**config.mk**
```make
export PLATFORM = sky130hd
export DESIGN_NAME = frame_dma
export DESIGN_NICKNAME = d
export VERILOG_FILES = /design/src/rtl/frame_dma.sv
export SDC_FILE = /design/constraint.sdc
export NUM_CORES = 1
export LEC_CHECK = 0
export BUFFER_PORTS_ARGS = -buffer_cell sky130_fd_sc_hd__buf_4
export CORE_MARGIN = 3
export CORE_UTILIZATION = 53
export DETAILED_ROUTE_END_ITERATION = 16
export GPL_TIMING_DRIVEN = 0
export PLACE_DENSITY = 0.77
export REMOVE_ABC_BUFFERS = 1
export SLEW_MARGIN = 20
export SYNTH_ARGS = -nofsm -noshare
export SYNTH_HDL_FRONTEND = slang
export SYNTH_SLANG_ARGS = --single-unit
```
**constraint.sdc**
```tcl
create_clock -name clk -period 3.6 [get_ports clk]
set_input_delay 0.36 -clock clk [delete_from_list [all_inputs] [get_ports clk]]
set_output_delay 0.36 -clock clk [all_outputs]
set_load 0.01 [all_outputs]
```
**src/rtl/frame_dma.sv**
```systemverilog
// Frame-synchronised DMA engine: on every (cfg_div+1)-th vsync rising edge it runs one
// FILL, RAMP or COPY transfer of cfg_len beats over a simple req/ack bus.
module frame_dma #(
    parameter int ADDR_W = 12,
    parameter int DATA_W = 8,
    parameter int LEN_W  = 8
) (
    input  logic              clk,
    input  logic              reset,
    input  logic              vsync,
    input  logic [1:0]        cfg_mode,
    input  logic [ADDR_W-1:0] cfg_dst,
    input  logic [ADDR_W-1:0] cfg_src,
    input  logic [LEN_W-1:0]  cfg_len,
    input  logic [DATA_W-1:0] cfg_value,
    input  logic [3:0]        cfg_div,
    output logic              bus_req,
    output logic              bus_we,
    output logic              bus_re,
    output logic [ADDR_W-1:0] bus_addr,
    output logic [DATA_W-1:0] bus_wdata,
    input  logic [DATA_W-1:0] bus_rdata,
    input  logic              bus_ack,
    output logic              busy,
    output logic              done,
    output logic              overrun,
    output logic [7:0]        frame_count
);

    typedef enum logic [1:0] {IDLE, READ, WRITE, FIN} state_t;

    localparam logic [1:0] MODE_OFF  = 2'b00;
    localparam logic [1:0] MODE_FILL = 2'b01;
    localparam logic [1:0] MODE_RAMP = 2'b10;
    localparam logic [1:0] MODE_COPY = 2'b11;

    state_t            state_reg, state_next;
    logic              vsync_q;
    logic              arm_reg;
    logic [7:0]        frame_count_reg;
    logic [3:0]        div_cnt_reg;
    logic [1:0]        mode_reg;
    logic [ADDR_W-1:0] dst_reg, src_reg;
    logic [LEN_W-1:0]  len_reg;
    logic [DATA_W-1:0] value_reg;
    logic [7:0]        seed_reg;
    logic [LEN_W-1:0]  i_reg, i_next;
    logic [LEN_W:0]    i_inc;
    logic [DATA_W-1:0] rd_q;
    logic              load_cfg;
    logic              frame_event, trigger;
    logic              bus_req_reg, bus_req_next;
    logic              bus_we_reg, bus_we_next;
    logic              bus_re_reg, bus_re_next;
    logic [ADDR_W-1:0] bus_addr_reg, bus_addr_next;
    logic [DATA_W-1:0] bus_wdata_reg, bus_wdata_next;
    logic              done_reg, overrun_reg;

    function automatic logic [DATA_W-1:0] beat_data(
        input logic [1:0]        mode,
        input logic [DATA_W-1:0] value,
        input logic [7:0]        seed,
        input logic [LEN_W-1:0]  idx,
        input logic [DATA_W-1:0] rdata
    );
        case (mode)
            MODE_FILL: beat_data = value;
            MODE_RAMP: beat_data = value + DATA_W'(seed) + DATA_W'(idx);
            default:   beat_data = rdata;
        endcase
    endfunction

    function automatic logic [ADDR_W-1:0] beat_addr(
        input logic [ADDR_W-1:0] base,
        input logic [LEN_W-1:0]  idx
    );
        beat_addr = base + ADDR_W'(idx);
    endfunction

    // arm_reg masks the first cycle after reset so a vsync already high is not an edge.
    assign frame_event = vsync & ~vsync_q & arm_reg;
    assign trigger     = frame_event && (div_cnt_reg == cfg_div);
    assign i_inc       = {1'b0, i_reg} + 1'b1;

    always_comb begin
        state_next     = state_reg;
        i_next         = i_reg;
        load_cfg       = 1'b0;
        bus_req_next   = bus_req_reg;
        bus_we_next    = bus_we_reg;
        bus_re_next    = bus_re_reg;
        bus_addr_next  = bus_addr_reg;
        bus_wdata_next = bus_wdata_reg;
        case (state_reg)
            IDLE: begin
                if (trigger && cfg_mode != MODE_OFF) begin
                    load_cfg = 1'b1;
                    i_next   = {LEN_W{1'b0}};
                    if (cfg_len == {LEN_W{1'b0}}) begin
                        state_next = FIN;
                    end else if (cfg_mode == MODE_COPY) begin
                        state_next    = READ;
                        bus_req_next  = 1'b1;
                        bus_re_next   = 1'b1;
                        bus_we_next   = 1'b0;
                        bus_addr_next = cfg_src;
                    end else begin
                        state_next     = WRITE;
                        bus_req_next   = 1'b1;
                        bus_we_next    = 1'b1;
                        bus_re_next    = 1'b0;
                        bus_addr_next  = cfg_dst;
                        bus_wdata_next = beat_data(cfg_mode, cfg_value, frame_count_reg,
                                                   {LEN_W{1'b0}}, rd_q);
                    end
                end
            end
            READ: begin
                if (bus_ack) begin
                    state_next     = WRITE;
                    bus_re_next    = 1'b0;
                    bus_we_next    = 1'b1;
                    bus_addr_next  = beat_addr(dst_reg, i_reg);
                    bus_wdata_next = bus_rdata;
                end
            end
            WRITE: begin
                if (bus_ack) begin
                    if (i_inc < {1'b0, len_reg}) begin
                        i_next = i_inc[LEN_W-1:0];
                        if (mode_reg == MODE_COPY) begin
                            state_next    = READ;
                            bus_re_next   = 1'b1;
                            bus_we_next   = 1'b0;
                            bus_addr_next = beat_addr(src_reg, i_inc[LEN_W-1:0]);
                        end else begin
                            bus_addr_next  = beat_addr(dst_reg, i_inc[LEN_W-1:0]);
                            bus_wdata_next = beat_data(mode_reg, value_reg, seed_reg,
                                                       i_inc[LEN_W-1:0], rd_q);
                        end
                    end else begin
                        state_next   = FIN;
                        bus_req_next = 1'b0;
                        bus_we_next  = 1'b0;
                        bus_re_next  = 1'b0;
                    end
                end
            end
            FIN:     state_next = IDLE;
            default: state_next = IDLE;
        endcase
    end

    always_ff @(posedge clk or negedge reset) begin
        if (!reset) begin
            state_reg       <= IDLE;
            vsync_q         <= 1'b0;
            arm_reg         <= 1'b0;
            frame_count_reg <= 8'd0;
            div_cnt_reg     <= 4'd0;
            mode_reg        <= MODE_OFF;
            dst_reg         <= '0;
            src_reg         <= '0;
            len_reg         <= '0;
            value_reg       <= '0;
            seed_reg        <= 8'd0;
            i_reg           <= '0;
            rd_q            <= '0;
            bus_req_reg     <= 1'b0;
            bus_we_reg      <= 1'b0;
            bus_re_reg      <= 1'b0;
            bus_addr_reg    <= '0;
            bus_wdata_reg   <= '0;
            done_reg        <= 1'b0;
            overrun_reg     <= 1'b0;
        end else begin
            state_reg     <= state_next;
            vsync_q       <= vsync;
            arm_reg       <= 1'b1;
            i_reg         <= i_next;
            bus_req_reg   <= bus_req_next;
            bus_we_reg    <= bus_we_next;
            bus_re_reg    <= bus_re_next;
            bus_addr_reg  <= bus_addr_next;
            bus_wdata_reg <= bus_wdata_next;
            done_reg      <= (state_reg == FIN);
            // Divider and frame counter keep running even when the trigger is dropped.
            overrun_reg   <= trigger && (state_reg != IDLE);
            if (frame_event) begin
                frame_count_reg <= frame_count_reg + 8'd1;
                div_cnt_reg     <= (div_cnt_reg == cfg_div) ? 4'd0 : div_cnt_reg + 4'd1;
            end
            if (load_cfg) begin
                mode_reg  <= cfg_mode;
                dst_reg   <= cfg_dst;
                src_reg   <= cfg_src;
                len_reg   <= cfg_len;
                value_reg <= cfg_value;
                seed_reg  <= frame_count_reg;
            end
            if (state_reg == READ && bus_ack) begin
                rd_q <= bus_rdata;
            end
        end
    end

    assign bus_req     = bus_req_reg;
    assign bus_we      = bus_we_reg;
    assign bus_re      = bus_re_reg;
    assign bus_addr    = bus_addr_reg;
    assign bus_wdata   = bus_wdata_reg;
    assign busy        = (state_reg != IDLE);
    assign done        = done_reg;
    assign overrun     = overrun_reg;
    assign frame_count = frame_count_reg;

endmodule

```
==> results by group <==
Timing
  – Worst slew margin: 0.284
  – Min cycle time layout: 3.42 ns
  – Max Freq: 293 MHz
  – Final setup violation count: 0
  – Tcrit/Tclk final: 0.949
  – Layout Skew: 0.00834 ns
  – Final-report hold violation count: 0
  – Least-Margin Pin Slew: 1.07 ns
  – Max-slew violations: 0

Layout
  – Final net count: 911
  – Antenna diodes: 0
  – Fraction of layout cells with a size suffix above 1: 0.274
  – Fin area: 8400 um2
  – Area Overhead vs Synth: 18.1%

Yosys
  – Number of synthesized register bits: 107
  – Synth Flop Type: dfrtp_1
  – Post-synth EDFFs: 0
  – Syn avg cell area: 10.1 um2
  – Synthesized instance count: 701
  – Synth Cell Area: 7110 um2
  – Yosys warns: 0
  – Register area share after synthesis: 0.376
  – Async set-reset flop share out of synthesis: 1.00
  – Post-synth cell types: 62

Clock network
  – Clk slew on worst S/H paths: 0.07 ns
  – Clock net sink count: 107
  – Root Buffer: clkbuf_16
  – Worst skew pair latency: 0.36 ns
  – Max H-tree Level: 3
  – CTS tree: done
  – Clock tree buffer depth: 2
  – Number of CTS-inserted buffers: 9
  – CTS Hold Bufs: 0

Worst setup path
  – Critical path's slowest cell: dfrtp_1
  – Startpoint Class: register
  – WP data required: 3.84 ns
  – CP Max Fanout: 7
  – Crit Path Class: reg2reg
  – CP max stage delay: 0.48 ns
  – Reg2Reg Setup Slack: 0.18 ns
  – Critical path capture point type: register
  – WP data arrival: 3.65 ns
  – WP buf/inv: 1
  – CP Cell Sequence: ha_2 > nand3_1 > xnor2_2 > ha_1 > a21oi_1 > nand2_1 > a211oi_2 > nand2_2 > a2111oi_4 > buf_4 > o21ai_2 > o32a_1
  – CP delay by family, top: compound AO/OA/AOI/OAI gates

Detailed routing
  – Initial DRT Pass Iterations: 5
  – Routed Antenna Nets: 0
  – Initial drt markers: 369
  – WL/cell: 19.2 um
  – DRC errors left: 0
  – Detailed Route WL: 18,600 um
  – Vias per std cell: 6.01
  – Routed via count: 5,822

Worst hold path
  – Worst Hold Class: in2async

Global routing
  – First-pass GRT wire length: 29,800 um
  – Vias in the first global route: 5,971
  – Global route overflow: 0
  – Initial antenna violation count: 0
  – Largest net degree at the start of global routing: 108
  – Total track usage: 0.259

Pwr
  – Peak supply drop: 0.000489 V
  – Net Sw Power: 2.56 mW
  – Power Internal: 3.49 mW
  – Gate power share: 0.517
  – Clock Power Share: 0.168
  – Pwr per Cell Area: 720 nW/um2
  – Power Total: 6.05 mW
  – Pleak: 4.01 nW
  – Sw Ratio: 0.423
  – Sequential power share: 0.315

Die
  – Initial Util: 0.553
  – DIE HEIGHT: 122 um
  – Die ar.: 14,800 um2
  – Top-Level Pins: 92
  – Row cnt: 41
  – Core area: 12,900 um2
  – Die Wd: 122 um

Outcome
  – Status: finished clean

Flow run
  – Max Cap Violations: 0

Placed design
  – Placed Area: 7910 um2
  – PortBufs: 91
  – Hpwl dp: 13,600 um
  – Final GP Congestion: 0.885
area by class of cell:
cell class | instances | area [um2]
clock inverters | 7 | 76.3
repair buffers | 107 | 820
well taps | 172 | 215
fillers | 1058 | 4480
inverters | 43 | 161
multi-input cells | 524 | 4220
flip-flops and latches | 107 | 2680
clock buffers | 9 | 225
Yosys cell counts (all sizes together), types with 2 or more instances:
cell / instances / area [um2]
nor3: 7 / 35.0
mux2: 73 / 822
a31oi: 10 / 62.6
a211o: 3 / 26.3
o31ai: 4 / 35.0
inv: 43 / 161
nor4: 2 / 12.5
a22o: 4 / 35.0
xor2: 16 / 140
a311oi: 2 / 17.5
nor2b: 8 / 57.6
o22a: 2 / 17.5
o21ai: 52 / 268
a21o: 6 / 45.0
a22oi: 7 / 52.6
buf: 7 / 41.3
mux2i: 13 / 130
a211oi: 12 / 108
nand2b: 3 / 18.8
fa: 11 / 220
nor2: 25 / 93.8
o2111ai: 2 / 17.5
ha: 50 / 626
or3: 2 / 17.5
o21a: 4 / 30.0
o211ai: 5 / 37.5
clkbuf: 20 / 75.1
nand2: 61 / 229
o21bai: 3 / 33.8
dfrtp: 107 / 2680
o22ai: 4 / 38.8
nand3: 24 / 120
nand4: 7 / 50.1
xnor2: 34 / 298
a221oi: 11 / 96.3
a21oi: 42 / 210
worst paths after layout:
| path | startpoint | end | depth (start not counted) |
|---|---|---|---|
| setup / recovery | i_reg[1] | bus_wdata[7] | 12 |
| hold / removal | reset | bus_addr[4] | 1 |
| setup reg to reg | i_reg[1] | bus_wdata[7] | 12 |
| hold reg to reg | bus_addr[1] | bus_addr[1] | 2 |
| max in group asynchronous | reset | dst_reg[3] | 1 |
| min in group clk | vsync | vsync_q | 1 |
placed cells by master, fill, tap and decap left out, types with 13 or more instances in the layout:
master,instances
o21ai_0,50
ha_1,46
nand3_1,24
nand2_1,59
mux2i_1,13
xnor2_1,32
mux2_2,71
buf_4,105
a21oi_1,42
inv_1,43
xor2_1,15
nor2_1,25
dfrtp_1,107
power groups by stage:
stage	clock network (mW)	registers [mW]	logic (mW)
6_report	1.02	1.90	3.13
5_1_grt	1.08	1.95	3.41
4_1_cts	1.03	1.90	3.10
3_5_place_dp	0	1.92	2.97
3_3_place_gp	0	1.89	2.83
2_1_floorplan	0	1.89	1.95
metrics by stage:
stage	instances	util	TNS (ns)	hold slack, ns	setup WS (ns)
floorplan	674	-	0	0.0644	0.246
global placement	937	0.613	-3.01	0.461	-0.399
detailed placement	937	0.614	-4.66	0.472	-0.522
CTS	958	0.643	0	0.139	0.0507
global route	969	0.652	-0.0168	0.128	-0.0168
finish	969	0.652	0	0.116	0.184
kinds of logic after synthesis:
kind of cell,Yosys count,synth area share
flip-flops,107,0.376
multiplexers,86,0.134
buffers and inverters,70,0.0390
AND/OR/NAND/NOR,144,0.0960
adder cells (fa/ha/maj),61,0.119
other,1,0.000527
XOR/XNOR,50,0.0616
AO/OA/AOI/OAI,182,0.174
worst reg2reg max path, cell delays in order, from the launching register on:
cell and delay [ns]:
dfrtp_1 0.48, ha_2 0.31, nand3_1 0.19, xnor2_2 0.29, ha_1 0.30, a21oi_1 0.14, nand2_1 0.08, a211oi_2 0.37
nand2_2 0.23, a2111oi_4 0.32, buf_4 0.21, o21ai_2 0.07, o32a_1 0.29
routing by layer:
metal,wire length [um],part of all wire,up-vias,track usage
met4,378,0.020,0,0.0735
met5,0,0,-,0
met1,7580,0.41,2940,0.314
met3,831,0.045,25,0.0464
met2,9840,0.53,150,0.470
li1,-,-,2707,-
what timing repair did:
| action | 4_1_cts | 5_1_grt |
|---|---|---|
| endpoints found under the setup margin | 22 | 23 |
| gates resized for setup | 4 | 6 |
| cloned | 0 | 0 |
| pin swaps | 2 | 2 |
| buffers inserted | 5 | 11 |
Power figures use the tool's default switching activity.
